**src/rtl/des_iter_core.sv**
```systemverilog
// Iterative DES engine, encrypt/decrypt, valid/ready in and out.
// ROUNDS_PER_CYCLE rounds are chained per clock (16/RPC cycles/block).
module des_iter_core #(
  parameter int ROUNDS_PER_CYCLE = 1,
  parameter bit CHECK_PARITY     = 1'b0
) (
  input  logic        clk,
  input  logic        reset,
  input  logic [63:0] key_in,
  input  logic [63:0] data_in,
  input  logic        decrypt,
  input  logic        in_valid,
  output logic        in_ready,
  output logic [63:0] data_out,
  output logic        out_valid,
  input  logic        out_ready,
  output logic        busy,
  output logic        parity_err
);

  if (ROUNDS_PER_CYCLE != 1 && ROUNDS_PER_CYCLE != 2 &&
      ROUNDS_PER_CYCLE != 4 && ROUNDS_PER_CYCLE != 8 &&
      ROUNDS_PER_CYCLE != 16) begin : g_bad_rpc
    $error("des_iter_core: ROUNDS_PER_CYCLE must be 1,2,4,8,16");
  end

  localparam logic [4:0] STEP = 5'(ROUNDS_PER_CYCLE);

  localparam int IP_T [64] = '{
    58, 50, 42, 34, 26, 18, 10, 2,
    60, 52, 44, 36, 28, 20, 12, 4,
    62, 54, 46, 38, 30, 22, 14, 6,
    64, 56, 48, 40, 32, 24, 16, 8,
    57, 49, 41, 33, 25, 17,  9, 1,
    59, 51, 43, 35, 27, 19, 11, 3,
    61, 53, 45, 37, 29, 21, 13, 5,
    63, 55, 47, 39, 31, 23, 15, 7};

  localparam int FP_T [64] = '{
    40, 8, 48, 16, 56, 24, 64, 32,
    39, 7, 47, 15, 55, 23, 63, 31,
    38, 6, 46, 14, 54, 22, 62, 30,
    37, 5, 45, 13, 53, 21, 61, 29,
    36, 4, 44, 12, 52, 20, 60, 28,
    35, 3, 43, 11, 51, 19, 59, 27,
    34, 2, 42, 10, 50, 18, 58, 26,
    33, 1, 41,  9, 49, 17, 57, 25};

  localparam int E_T [48] = '{
    32,  1,  2,  3,  4,  5,
     4,  5,  6,  7,  8,  9,
     8,  9, 10, 11, 12, 13,
    12, 13, 14, 15, 16, 17,
    16, 17, 18, 19, 20, 21,
    20, 21, 22, 23, 24, 25,
    24, 25, 26, 27, 28, 29,
    28, 29, 30, 31, 32,  1};

  localparam int P_T [32] = '{
    16,  7, 20, 21, 29, 12, 28, 17,
     1, 15, 23, 26,  5, 18, 31, 10,
     2,  8, 24, 14, 32, 27,  3,  9,
    19, 13, 30,  6, 22, 11,  4, 25};

  localparam int PC1_T [56] = '{
    57, 49, 41, 33, 25, 17,  9,
     1, 58, 50, 42, 34, 26, 18,
    10,  2, 59, 51, 43, 35, 27,
    19, 11,  3, 60, 52, 44, 36,
    63, 55, 47, 39, 31, 23, 15,
     7, 62, 54, 46, 38, 30, 22,
    14,  6, 61, 53, 45, 37, 29,
    21, 13,  5, 28, 20, 12,  4};

  localparam int PC2_T [48] = '{
    14, 17, 11, 24,  1,  5,
     3, 28, 15,  6, 21, 10,
    23, 19, 12,  4, 26,  8,
    16,  7, 27, 20, 13,  2,
    41, 52, 31, 37, 47, 55,
    30, 40, 51, 45, 33, 48,
    44, 49, 39, 56, 34, 53,
    46, 42, 50, 36, 29, 32};

  localparam int SB [8][64] = '{
    '{14, 4,13, 1, 2,15,11, 8, 3,10, 6,12, 5, 9, 0, 7,
       0,15, 7, 4,14, 2,13, 1,10, 6,12,11, 9, 5, 3, 8,
       4, 1,14, 8,13, 6, 2,11,15,12, 9, 7, 3,10, 5, 0,
      15,12, 8, 2, 4, 9, 1, 7, 5,11, 3,14,10, 0, 6,13},
    '{15, 1, 8,14, 6,11, 3, 4, 9, 7, 2,13,12, 0, 5,10,
       3,13, 4, 7,15, 2, 8,14,12, 0, 1,10, 6, 9,11, 5,
       0,14, 7,11,10, 4,13, 1, 5, 8,12, 6, 9, 3, 2,15,
      13, 8,10, 1, 3,15, 4, 2,11, 6, 7,12, 0, 5,14, 9},
    '{10, 0, 9,14, 6, 3,15, 5, 1,13,12, 7,11, 4, 2, 8,
      13, 7, 0, 9, 3, 4, 6,10, 2, 8, 5,14,12,11,15, 1,
      13, 6, 4, 9, 8,15, 3, 0,11, 1, 2,12, 5,10,14, 7,
       1,10,13, 0, 6, 9, 8, 7, 4,15,14, 3,11, 5, 2,12},
    '{ 7,13,14, 3, 0, 6, 9,10, 1, 2, 8, 5,11,12, 4,15,
      13, 8,11, 5, 6,15, 0, 3, 4, 7, 2,12, 1,10,14, 9,
      10, 6, 9, 0,12,11, 7,13,15, 1, 3,14, 5, 2, 8, 4,
       3,15, 0, 6,10, 1,13, 8, 9, 4, 5,11,12, 7, 2,14},
    '{ 2,12, 4, 1, 7,10,11, 6, 8, 5, 3,15,13, 0,14, 9,
      14,11, 2,12, 4, 7,13, 1, 5, 0,15,10, 3, 9, 8, 6,
       4, 2, 1,11,10,13, 7, 8,15, 9,12, 5, 6, 3, 0,14,
      11, 8,12, 7, 1,14, 2,13, 6,15, 0, 9,10, 4, 5, 3},
    '{12, 1,10,15, 9, 2, 6, 8, 0,13, 3, 4,14, 7, 5,11,
      10,15, 4, 2, 7,12, 9, 5, 6, 1,13,14, 0,11, 3, 8,
       9,14,15, 5, 2, 8,12, 3, 7, 0, 4,10, 1,13,11, 6,
       4, 3, 2,12, 9, 5,15,10,11,14, 1, 7, 6, 0, 8,13},
    '{ 4,11, 2,14,15, 0, 8,13, 3,12, 9, 7, 5,10, 6, 1,
      13, 0,11, 7, 4, 9, 1,10,14, 3, 5,12, 2,15, 8, 6,
       1, 4,11,13,12, 3, 7,14,10,15, 6, 8, 0, 5, 9, 2,
       6,11,13, 8, 1, 4,10, 7, 9, 5, 0,15,14, 2, 3,12},
    '{13, 2, 8, 4, 6,15,11, 1,10, 9, 3,14, 5, 0,12, 7,
       1,15,13, 8,10, 3, 7, 4,12, 5, 6,11, 0,14, 9, 2,
       7,11, 4, 1, 9,12,14, 2, 0, 6,10,13,15, 3, 5, 8,
       2, 1,14, 7, 4,10, 8,13,15,12, 9, 0, 3, 5, 6,11}};

  function automatic logic [63:0] ip_f(input logic [63:0] x);
    logic [63:0] o;
    for (int i = 0; i < 64; i++) o[63-i] = x[64-IP_T[i]];
    return o;
  endfunction

  function automatic logic [63:0] fp_f(input logic [63:0] x);
    logic [63:0] o;
    for (int i = 0; i < 64; i++) o[63-i] = x[64-FP_T[i]];
    return o;
  endfunction

  function automatic logic [47:0] e_f(input logic [31:0] x);
    logic [47:0] o;
    for (int i = 0; i < 48; i++) o[47-i] = x[32-E_T[i]];
    return o;
  endfunction

  function automatic logic [31:0] p_f(input logic [31:0] x);
    logic [31:0] o;
    for (int i = 0; i < 32; i++) o[31-i] = x[32-P_T[i]];
    return o;
  endfunction

  function automatic logic [55:0] pc1_f(input logic [63:0] x);
    logic [55:0] o;
    for (int i = 0; i < 56; i++) o[55-i] = x[64-PC1_T[i]];
    return o;
  endfunction

  function automatic logic [47:0] pc2_f(input logic [55:0] x);
    logic [47:0] o;
    for (int i = 0; i < 48; i++) o[47-i] = x[56-PC2_T[i]];
    return o;
  endfunction

  // first 6-bit group feeds S1; row = outer bits, column = inner four
  function automatic logic [31:0] sbox_f(input logic [47:0] x);
    logic [31:0] o;
    logic [5:0]  b;
    o = '0;
    for (int i = 0; i < 8; i++) begin
      b = x[47-6*i -: 6];
      o[31-4*i -: 4] = 4'(SB[i][{b[5], b[0], b[4:1]}]);
    end
    return o;
  endfunction

  function automatic logic [27:0] rol28(
    input logic [27:0] x, input logic [1:0] n);
    case (n)
      2'd1:    return {x[26:0], x[27]};
      2'd2:    return {x[25:0], x[27:26]};
      default: return x;
    endcase
  endfunction

  function automatic logic [27:0] ror28(
    input logic [27:0] x, input logic [1:0] n);
    case (n)
      2'd1:    return {x[0], x[27:1]};
      2'd2:    return {x[1:0], x[27:2]};
      default: return x;
    endcase
  endfunction

  // odd parity expected on every byte of the key
  function automatic logic par_bad_f(input logic [63:0] k);
    logic b;
    b = 1'b0;
    for (int i = 0; i < 8; i++) b = b | ~(^k[8*i +: 8]);
    return b;
  endfunction

  typedef enum logic [1:0] {IDLE, RUN, DONE} state_t;

  state_t      state_q, state_d;
  logic [31:0] l_q, r_q;
  logic [27:0] c_q, d_q;
  logic [4:0]  rnd_q;
  logic        dec_q;
  logic        par_q;
  logic [63:0] data_q;

  logic [31:0] l_v, r_v, t_v, f_v;
  logic [27:0] c_v, d_v;
  logic [4:0]  rn;
  logic [1:0]  sh;
  logic        last;

  assign last = (rnd_q + STEP) == 5'd16;

  // chained rounds for one clock; decrypt walks the key schedule backward
  always_comb begin
    l_v = l_q;
    r_v = r_q;
    c_v = c_q;
    d_v = d_q;
    t_v = '0;
    f_v = '0;
    rn  = rnd_q;
    sh  = 2'd0;
    for (int k = 0; k < ROUNDS_PER_CYCLE; k++) begin
      rn = rnd_q + 5'(k);
      if (dec_q) begin
        if (rn == 5'd0)
          sh = 2'd0;
        else if (rn == 5'd1 || rn == 5'd8 || rn == 5'd15)
          sh = 2'd1;
        else
          sh = 2'd2;
        c_v = ror28(c_v, sh);
        d_v = ror28(d_v, sh);
      end else begin
        if (rn == 5'd0 || rn == 5'd1 ||
            rn == 5'd8 || rn == 5'd15)
          sh = 2'd1;
        else
          sh = 2'd2;
        c_v = rol28(c_v, sh);
        d_v = rol28(d_v, sh);
      end
      f_v = p_f(sbox_f(e_f(r_v) ^ pc2_f({c_v, d_v})));
      t_v = l_v ^ f_v;
      l_v = r_v;
      r_v = t_v;
    end
  end

  // state register
  always_ff @(posedge clk) begin
    if (reset) state_q <= IDLE;
    else       state_q <= state_d;
  end

  // next-state: accept, iterate, hold result until taken
  always_comb begin
    state_d = state_q;
    unique case (state_q)
      IDLE:    if (in_valid)  state_d = RUN;
      RUN:     if (last)      state_d = DONE;
      DONE:    if (out_ready) state_d = IDLE;
      default: state_d = IDLE;
    endcase
  end

  // datapath: load on accept, update per cycle, capture final block
  always_ff @(posedge clk) begin
    if (reset) begin
      l_q    <= '0;
      r_q    <= '0;
      c_q    <= '0;
      d_q    <= '0;
      rnd_q  <= '0;
      dec_q  <= 1'b0;
      par_q  <= 1'b0;
      data_q <= '0;
    end else begin
      unique case (state_q)
        IDLE: if (in_valid) begin
          {l_q, r_q} <= ip_f(data_in);
          {c_q, d_q} <= pc1_f(key_in);
          dec_q      <= decrypt;
          par_q      <= CHECK_PARITY & par_bad_f(key_in);
          rnd_q      <= '0;
        end
        RUN: begin
          l_q   <= l_v;
          r_q   <= r_v;
          c_q   <= c_v;
          d_q   <= d_v;
          rnd_q <= rnd_q + STEP;
          if (last) data_q <= fp_f({r_v, l_v});
        end
        DONE: ;
        default: ;
      endcase
    end
  end

  assign in_ready   = (state_q == IDLE);
  assign busy       = (state_q != IDLE);
  assign out_valid  = (state_q == DONE);
  assign data_out   = data_q;
  assign parity_err = par_q;

endmodule

```
**config.mk**
```make
export PLATFORM = sky130hd
export DESIGN_NAME = des_iter_core
export DESIGN_NICKNAME = d
export VERILOG_FILES = /design/src/rtl/des_iter_core.sv
export SDC_FILE = /design/constraint.sdc
export NUM_CORES = 1
export LEC_CHECK = 0
export BUFFER_PORTS_ARGS = -buffer_cell sky130_fd_sc_hd__buf_2
export CORE_ASPECT_RATIO = 1.4
export CORE_MARGIN = 10
export CORE_UTILIZATION = 40
export CTS_CLUSTER_DIAMETER = 50
export DETAILED_ROUTE_END_ITERATION = 8
export HOLD_SLACK_MARGIN = 0.03
export PLACE_DENSITY = 0.57
export SLEW_MARGIN = 20
export SYNTH_ARGS = -nofsm -noshare
export SYNTH_HDL_FRONTEND = slang
export SYNTH_SLANG_ARGS = --single-unit
```
**constraint.sdc**
```tcl
create_clock -name clk -period 5.8 [get_ports clk]
set_input_delay 0.29 -clock clk [delete_from_list [all_inputs] [get_ports clk]]
set_output_delay 0.29 -clock clk [all_outputs]
set_load 0.1 [all_outputs]
```
==> results of run 1 <==
## kinds of logic after synthesis
family | synth area share
flops | 0.2132
xor+xnor | 0.03172
other cells | 0.0002080
mux | 0.07129
buf+inv | 0.08004
compound gates | 0.3497
fa+ha+maj | 0.04304
simple gates | 0.2107
## power by group
group	switching (mW)	internal (mW)	total, mW
Clock	0.611	0.569	1.18
Sequential	0.244	1.42	1.67
Combinational	2.63	1.60	4.23
Total	3.48	3.59	7.08
## path summary, 6_finish.rpt
kind,endpoint,slack [ps],cells after the start
setup / recovery,l_v[15],350,18
hold / removal,dec_q,60,3
setup reg to reg,l_v[15],350,18
hold reg to reg,data_out[39],460,2
## worst min-delay path, stage by stage
cell	delay [ps]
sky130_fd_sc_hd__buf_2	100
sky130_fd_sc_hd__nand2_1	50
sky130_fd_sc_hd__a21oi_1	50
## cell usage in the layout, fill, tap and decap left out, types with 12 or more instances in the layout
cell type and count:
sky130_fd_sc_hd__a2111oi_0 20, sky130_fd_sc_hd__a2111oi_2 20, sky130_fd_sc_hd__a211o_1 21, sky130_fd_sc_hd__a211oi_1 94
sky130_fd_sc_hd__a21oi_1 138, sky130_fd_sc_hd__a221oi_1 30, sky130_fd_sc_hd__a22oi_1 25, sky130_fd_sc_hd__a311oi_1 56
sky130_fd_sc_hd__a31o_2 17, sky130_fd_sc_hd__a31oi_1 18, sky130_fd_sc_hd__and3_1 21, sky130_fd_sc_hd__buf_2 190
sky130_fd_sc_hd__buf_4 74, sky130_fd_sc_hd__clkbuf_16 17, sky130_fd_sc_hd__dfxtp_1 191, sky130_fd_sc_hd__ha_1 62
sky130_fd_sc_hd__inv_1 78, sky130_fd_sc_hd__mux2_2 12, sky130_fd_sc_hd__mux2i_1 68, sky130_fd_sc_hd__mux4_2 14
sky130_fd_sc_hd__nand2_1 315, sky130_fd_sc_hd__nand3_1 59, sky130_fd_sc_hd__nand4_1 12, sky130_fd_sc_hd__nor2_1 198
sky130_fd_sc_hd__nor3_1 51, sky130_fd_sc_hd__nor3b_1 20, sky130_fd_sc_hd__o2111ai_1 25, sky130_fd_sc_hd__o211ai_1 58
sky130_fd_sc_hd__o21ai_0 67, sky130_fd_sc_hd__o221ai_1 16, sky130_fd_sc_hd__o22ai_1 14, sky130_fd_sc_hd__or3_1 18
sky130_fd_sc_hd__xnor2_1 29, sky130_fd_sc_hd__xor2_1 13
## area by class of cell
class / instances / area [um2]
fillers: 4565 / 24980
inverters: 89 / 334.1
repair buffers: 267 / 1558
clock inverters: 12 / 103.9
flip-flops and latches: 192 / 3845
well taps: 564 / 705.7
multi-input cells: 1826 / 12810
clock buffers: 19 / 442.9
## per-layer routing
metal  vias up  wire length [um]  GRT usage
met2       761             38120     0.4769
met1      9447             29920     0.3186
met5         -                 0          0
met4         0              4013     0.1446
li1       8913                 -          -
met3       141              4236    0.03517
## sequential cells by signal, summed over array words and instances (netlist names)
name      flops
c_q          28
d_q          28
data_out     64
dec_q         1
l_q          32
l_v          32
rnd_q         5
state_q       2
==> impl_results.rst, run 1 <==
.. list-table::
   :header-rows: 1

   * - Metric
     - Value
   * - Status
     - completed
   * - Category of cells accounting for the largest share of critical-path delay
     - compound AO/OA/AOI/OAI gates
   * - Tot GR Track Use
     - 0.2738
   * - Max VDD drop
     - 293.4 uV
   * - DRC violation count after routing
     - 0
   * - Ys Warns
     - 0
   * - Count of flip-flops with a built-in enable after synthesis
     - 0
   * - Setup TNS after final layout
     - 0 ps
   * - Worst Skew
     - 15.99 ps
   * - Class of the worst hold path
     - in2reg
   * - Post-route cell area
     - 19,800 um2
   * - Full die area
     - 54,070 um2
   * - Final setup violating endpoints
     - 0
   * - Highest achievable clock rate
     - 183.5 MHz
   * - Routed via count divided by cell count
     - 6.488
   * - PortBufs
     - 191
   * - Core occupancy in the finished layout
     - 0.4422
   * - HP Start
     - decrypt
   * - Number of H-tree levels
     - 4
   * - Max-slew violation total from the final report
     - 0
   * - Io pins
     - 201
   * - Most used flip-flop cell after synthesis
     - sky130_fd_sc_hd__dfxtp_1
   * - Worst setup timing slack at the placement stage
     - 410.2 ps
   * - Routed wire length
     - 76,290 um
   * - Worst Path Required
     - 6140 ps
   * - Number of clock sinks
     - 192
   * - P per Cell Area
     - 357.4 nW/um2
   * - Cell Count, Final, Fillers Out
     - 2,969
   * - Final hold violations
     - 0
   * - Crit path DAT
     - 5790 ps
   * - Placed wire-length estimate after detailed placement
     - 56,670 um
   * - Post-synthesis instance area
     - 18,020 um2
   * - Die Width
     - 199.4 um
   * - Crit. End Element
     - flip-flop
   * - Cell type contributing the most total cell area after synthesis
     - sky130_fd_sc_hd__dfxtp_1
   * - Count of cell types in the netlist
     - 120
   * - Initial antenna violation count
     - 0
   * - CTS Hold Bufs
     - 0
   * - Clock buffer count from CTS
     - 17
   * - Mean instance size in the synthesized netlist
     - 7.759 um2
   * - Peak per-stage delay on the critical path
     - 530 ps
   * - GR Overflow Total
     - 0
   * - Max-capacitance violation count
     - 0
   * - CP Launch Type
     - flip-flop
   * - Root buffer selected by CTS
     - sky130_fd_sc_hd__clkbuf_16
   * - Maximum number of pins on one net before global-route repair
     - 76
   * - Placed standard-cell area
     - 19,240 um2
   * - Cell leakage power
     - 7.509 nW
   * - Cell with the most instances after synthesis
     - sky130_fd_sc_hd__nand2_1
   * - Initial Utilization
     - 0.4025
   * - Worst hold slack
     - 59.58 ps
   * - Maximum fanout encountered on the critical timing path
     - 35
   * - 1st-pass router iterations
     - 6
   * - Nets
     - 2,588
   * - Unrepaired setup endpoints after global routing
     - false
   * - TritonCTS clock tree
     - done
   * - Initial detailed-routing violation count
     - 1,678
   * - Actual transition at the worst max-transition pin
     - 942.3 ps
   * - Relative slew slack
     - 0.3695
   * - Number of instances in the placed design
     - 2,938
   * - Clock period minus final worst setup slack
     - 5450 ps
   * - Class of the most critical setup path
     - reg2reg
   * - Std-Cell Rows
     - 92
   * - Layout-stage area growth over the synthesis result
     - 9.864%
   * - Proportion of synthesized chip area in sequential cells
     - 0.2132
   * - Post-synthesis instance total
     - 2,323
   * - Antenna violation net count after detailed routing
     - 0
   * - First-pass GRT wire length
     - 115,500 um
   * - Final period utilization
     - 0.9397
   * - Library cell contributing the largest single delay on the critical path
     - sky130_fd_sc_hd__o21ai_0
   * - Most instantiated cells after synthesis
     - 316 x sky130_fd_sc_hd__nand2_1, 200 x sky130_fd_sc_hd__nor2_1, 192 x sky130_fd_sc_hd__dfxtp_1, 138 x sky130_fd_sc_hd__a21oi_1, 115 x sky130_fd_sc_hd__clkbuf_1
   * - CTS clock-pin slew for the worst setup and hold paths
     - 80 ps
   * - Synth top area cells
     - sky130_fd_sc_hd__dfxtp_1 21%, sky130_fd_sc_hd__nand2_1 6.6%, sky130_fd_sc_hd__ha_1 4.3%
   * - Total inserted antenna cells
     - 0
   * - Share of layout cells above drive strength 1
     - 0.1996
   * - Via count
     - 19.26k
   * - Vias in the first global route
     - 18.68k
   * - Net Count, Synth
     - 2,518
   * - Area of the core
     - 44,780 um2
   * - Area share of the largest cell type after synthesis
     - 0.2132
   * - Per-cell routed wire length
     - 25.69 um
   * - Setup slack of the critical path after layout
     - 349.6 ps
   * - Skew-Pair Late Insertion Delay
     - 480 ps
   * - Overall die height
     - 271.2 um
   * - Post-cts gate resize count
     - 0
   * - Number of register bits inferred by synthesis
     - 192
   * - Combined buffer and inverter count along the critical path
     - 3
   * - Placer congestion estimate
     - 0.9965
   * - Setup crit start
     - rnd_q[0]
   * - Worst r2r src
     - rnd_q[0]
   * - Series of cell instances along the critical path
     - ha_1 -> and3_1 -> ha_1 -> buf_4 -> o21ba_2 -> buf_4 -> a2111oi_0 -> a2111oi_2 -> nor3_1 -> nand2b_1 -> ha_1 -> o21ai_0 -> and3_1 -> o32a_1 -> o21ai_0 -> buf_4 -> xor2_1 -> a211oi_1
   * - Final total power
     - 7.078 mW
   * - Async set-reset flop share out of synthesis
     - 0
   * - Max Buffers Root-to-Sink
     - 2
   * - Buffer count from post-CTS setup fixing
     - 0
No activity file was read; power rests on OpenSTA's default activity.
==> inputs of run 2 (changes only) <==
Settings changed: CORE_UTILIZATION 40 to 51, PLACE_DENSITY 0.57 to 0.7.
==> impl_results.rst, run 2 (synthesized netlist as in run 1, its figures left out) <==
.. list-table::
   :header-rows: 1

   * - Metric
     - Value
   * - Status
     - completed
   * - R2r worst-path depth
     - 19 (+1)
   * - CP Launch Type
     - flip-flop
   * - Overall die height
     - 242.4 um (-11%)
   * - HP Start
     - decrypt
   * - Highest achievable clock rate
     - 182.1 MHz (-0.75%)
   * - P per Cell Area
     - 365.2 nW/um2 (+2.2%)
   * - Final setup violating endpoints
     - 0 (unchanged)
   * - TritonCTS clock tree
     - done
   * - Final period utilization
     - 0.9468 (+0.007082)
   * - CTS Hold Bufs
     - 0 (unchanged)
   * - Worst r2r src
     - rnd_q[0]
   * - Endpoint of the worst register-to-register path
     - data_out[34]
   * - Commonest non-fill, non-tap cells in the layout
     - 315 x sky130_fd_sc_hd__nand2_1, 198 x sky130_fd_sc_hd__nor2_1, 191 x sky130_fd_sc_hd__dfxtp_1, 190 x sky130_fd_sc_hd__buf_2, 138 x sky130_fd_sc_hd__a21oi_1
   * - Placer congestion estimate
     - 0.9947 (-0.18%)
   * - Worst-case register-to-register setup slack
     - 310 ps (-40 ps)
   * - Skew-Pair Late Insertion Delay
     - 480 ps (about the same)
   * - Filler Cell Count
     - 3,324 (-27%)
   * - Max-slew violation total from the final report
     - 0 (unchanged)
   * - Cell leakage power
     - 7.751 nW (+3.2%)
   * - CTS clock-pin slew for the worst setup and hold paths
     - 100 ps (+20 ps)
   * - Number of clock sinks
     - 192 (unchanged)
   * - Setup TNS after final layout
     - 0 ps (unchanged)
   * - Routed via count divided by cell count
     - 6.756 (+4.1%)
   * - Combined area of the multi-input logic cells
     - 12,810 um2 (unchanged)
   * - Relative slew slack
     - 0.3049 (-0.06462)
   * - Placed wire-length estimate after detailed placement
     - 53,110 um (-6.3%)
   * - Initial antenna violation count
     - 0 (unchanged)
   * - GR Overflow Total
     - 0 (unchanged)
   * - Crit. End Element
     - flip-flop
   * - Number of H-tree levels
     - 4 (unchanged)
   * - Met2 Usage GRT
     - 0.5230 (+0.04616)
   * - Die Width
     - 178.9 um (-10%)
   * - Vias in the first global route
     - 18.54k (-0.73%)
   * - Share of layout cells above drive strength 1
     - 0.2127 (+0.01309)
   * - Max-capacitance violation count
     - 0 (unchanged)
   * - Area used by sequential logic in the layout
     - 3845 um2 (unchanged)
   * - Routed wire length
     - 71,400 um (-6.4%)
   * - Worst Skew
     - 18.29 ps (+2.305 ps)
   * - Clock period minus final worst setup slack
     - 5492 ps (+41.08 ps)
   * - Antenna violation net count after detailed routing
     - 0 (unchanged)
   * - DRC violation count after routing
     - 0 (unchanged)
   * - Met1 track demand over resource in global routing
     - 0.3637 (+0.04513)
   * - Hold path endpoint
     - dec_q
   * - Area of the core
     - 34,960 um2 (-22%)
   * - Met3 track utilization from global routing
     - 0.05271 (+0.01754)
   * - Class of the most critical setup path
     - reg2reg
   * - Initial detailed-routing violation count
     - 1,891 (+13%)
   * - Most frequent standard cell in the layout excluding fill and tap cells
     - sky130_fd_sc_hd__nand2_1
   * - Per-cell routed wire length
     - 24.61 um (-4.2%)
   * - Unrepaired setup endpoints after global routing
     - false
   * - Via count
     - 19.60k (+1.8%)
   * - Initial Utilization
     - 0.5155 (+0.1130)
   * - Layout-stage area growth over the synthesis result
     - 11.20%
   * - Instance count along the most critical hold path
     - 3 (unchanged)
   * - Worst setup timing slack at the placement stage
     - 383.6 ps (-26.54 ps)
   * - Max VDD drop
     - 221.7 uV (-24%)
   * - Setup slack of the critical path after layout
     - 308.5 ps (-41.08 ps)
   * - Actual transition at the worst max-transition pin
     - 1036 ps (+94.16 ps)
   * - Final hold violations
     - 0 (unchanged)
   * - Total inserted antenna cells
     - 0 (unchanged)
   * - Flip-flop count of the largest register after layout
     - 64 (unchanged)
   * - Post-cts gate resize count
     - 0 (unchanged)
   * - Crit path DAT
     - 5810 ps (+20 ps)
   * - First-pass GRT wire length
     - 109,400 um (-5.3%)
   * - Nets
     - 2,627 (+1.5%)
   * - Tot GR Track Use
     - 0.3181 (+0.04425)
   * - Root buffer selected by CTS
     - sky130_fd_sc_hd__clkbuf_16
   * - PortBufs
     - 191 (unchanged)
   * - Class of the worst hold path
     - in2reg
   * - Max Buffers Root-to-Sink
     - 2 (unchanged)
   * - Clock buffer count from CTS
     - 17 (unchanged)
   * - Io pins
     - 201 (unchanged)
   * - Maximum number of pins on one net before global-route repair
     - 89 (+17%)
   * - Worst Path Required
     - 6120 ps (-20 ps)
   * - Full die area
     - 43,370 um2 (-20%)
   * - Buffer count from post-CTS setup fixing
     - 0 (unchanged)
   * - 1st-pass router iterations
     - 5 (-1)
   * - Peak-usage layer in the global routing report
     - met2
   * - Core occupancy in the finished layout
     - 0.5733 (+0.1310)
   * - Std-Cell Rows
     - 81 (-12%)
   * - Maximum fanout encountered on the critical timing path
     - 35 (unchanged)
run 2: changes by cell type in the layout (fill, tap and decap cells not counted), moves of 3 or more:
cell                         before  now
sky130_fd_sc_hd__buf_4           74  114
sky130_fd_sc_hd__clkinvlp_4       3    0
sky130_fd_sc_hd__inv_12           0    6
sky130_fd_sc_hd__inv_16           0    3
sky130_fd_sc_hd__inv_6            4    1
run 2: worst max path at each step:
stage	start	end	slack, ps
final	rnd_q[0]	data_out[34]	310
after global routing	rnd_q[0]	data_out[50]	20
after CTS	rnd_q[0]	l_v[13]	380
after detailed placement	rnd_q[0]	l_v[13]	380
after global placement	rnd_q[0]	data_out[34]	460
after floorplan	rnd_q[0]	l_v[18]	1210
run 2: critical path, cell delays in order (launching register included):
cell and delay [ps]:
sky130_fd_sc_hd__dfxtp_1 380, sky130_fd_sc_hd__ha_1 270, sky130_fd_sc_hd__and3_1 200, sky130_fd_sc_hd__ha_1 280, sky130_fd_sc_hd__buf_4 220, sky130_fd_sc_hd__nor2_4 180
sky130_fd_sc_hd__buf_4 440, sky130_fd_sc_hd__a2111oi_0 210, sky130_fd_sc_hd__a2111oi_2 720, sky130_fd_sc_hd__nor3b_1 170, sky130_fd_sc_hd__or2_2 380, sky130_fd_sc_hd__ha_1 360
sky130_fd_sc_hd__inv_1 70, sky130_fd_sc_hd__nand3_1 60, sky130_fd_sc_hd__o21ai_0 90, sky130_fd_sc_hd__mux4_2 490, sky130_fd_sc_hd__o211ai_1 300, sky130_fd_sc_hd__buf_4 190
sky130_fd_sc_hd__xor2_1 220, sky130_fd_sc_hd__a211oi_1 100
run 2: power breakdown:
part / leakage (nW) / total (mW) / switching, mW / internal (mW)
logic: 5.86 / 4.31 / 2.61 / 1.70
registers: 1.57 / 1.65 / 0.228 / 1.42
clock network: 0.320 / 1.36 / 0.734 / 0.626
run 2: area by class of cell:
type / instances / share of cell area
Tap cell: 456 / 0.02846
Timing Repair Buffer: 305 / 0.09070
Clock inverter: 15 / 0.01186
Clock buffer: 17 / 0.02122
Sequential cell: 192 / 0.1918
Multi-Input combinational cell: 1827 / 0.6393
Inverter: 89 / 0.01667
run 2: through the flow:
| step | total power [mW] | hold slack (ps) | cell area [um2] | cells |
|---|---|---|---|---|
| floorplan | 4.582 | 426.0 | 18020 | 2323 |
| global placement | 5.859 | 443.9 | 19360 | 2868 |
| detailed placement | 5.872 | 448.9 | 19360 | 2868 |
| CTS | 7.229 | 47.65 | 20020 | 2900 |
| global route | 7.736 | 63.51 | 20040 | 2901 |
| finish | 7.321 | 53.23 | 20040 | 2901 |
run 2: layer usage:
| layer | up-vias | routed length [um] |
|---|---|---|
| met5 | - | 0 |
| met4 | 0 | 5596 |
| met3 | 237 | 5113 |
| met2 | 977 | 34260 |
| met1 | 9370 | 26430 |
| li1 | 9016 | - |
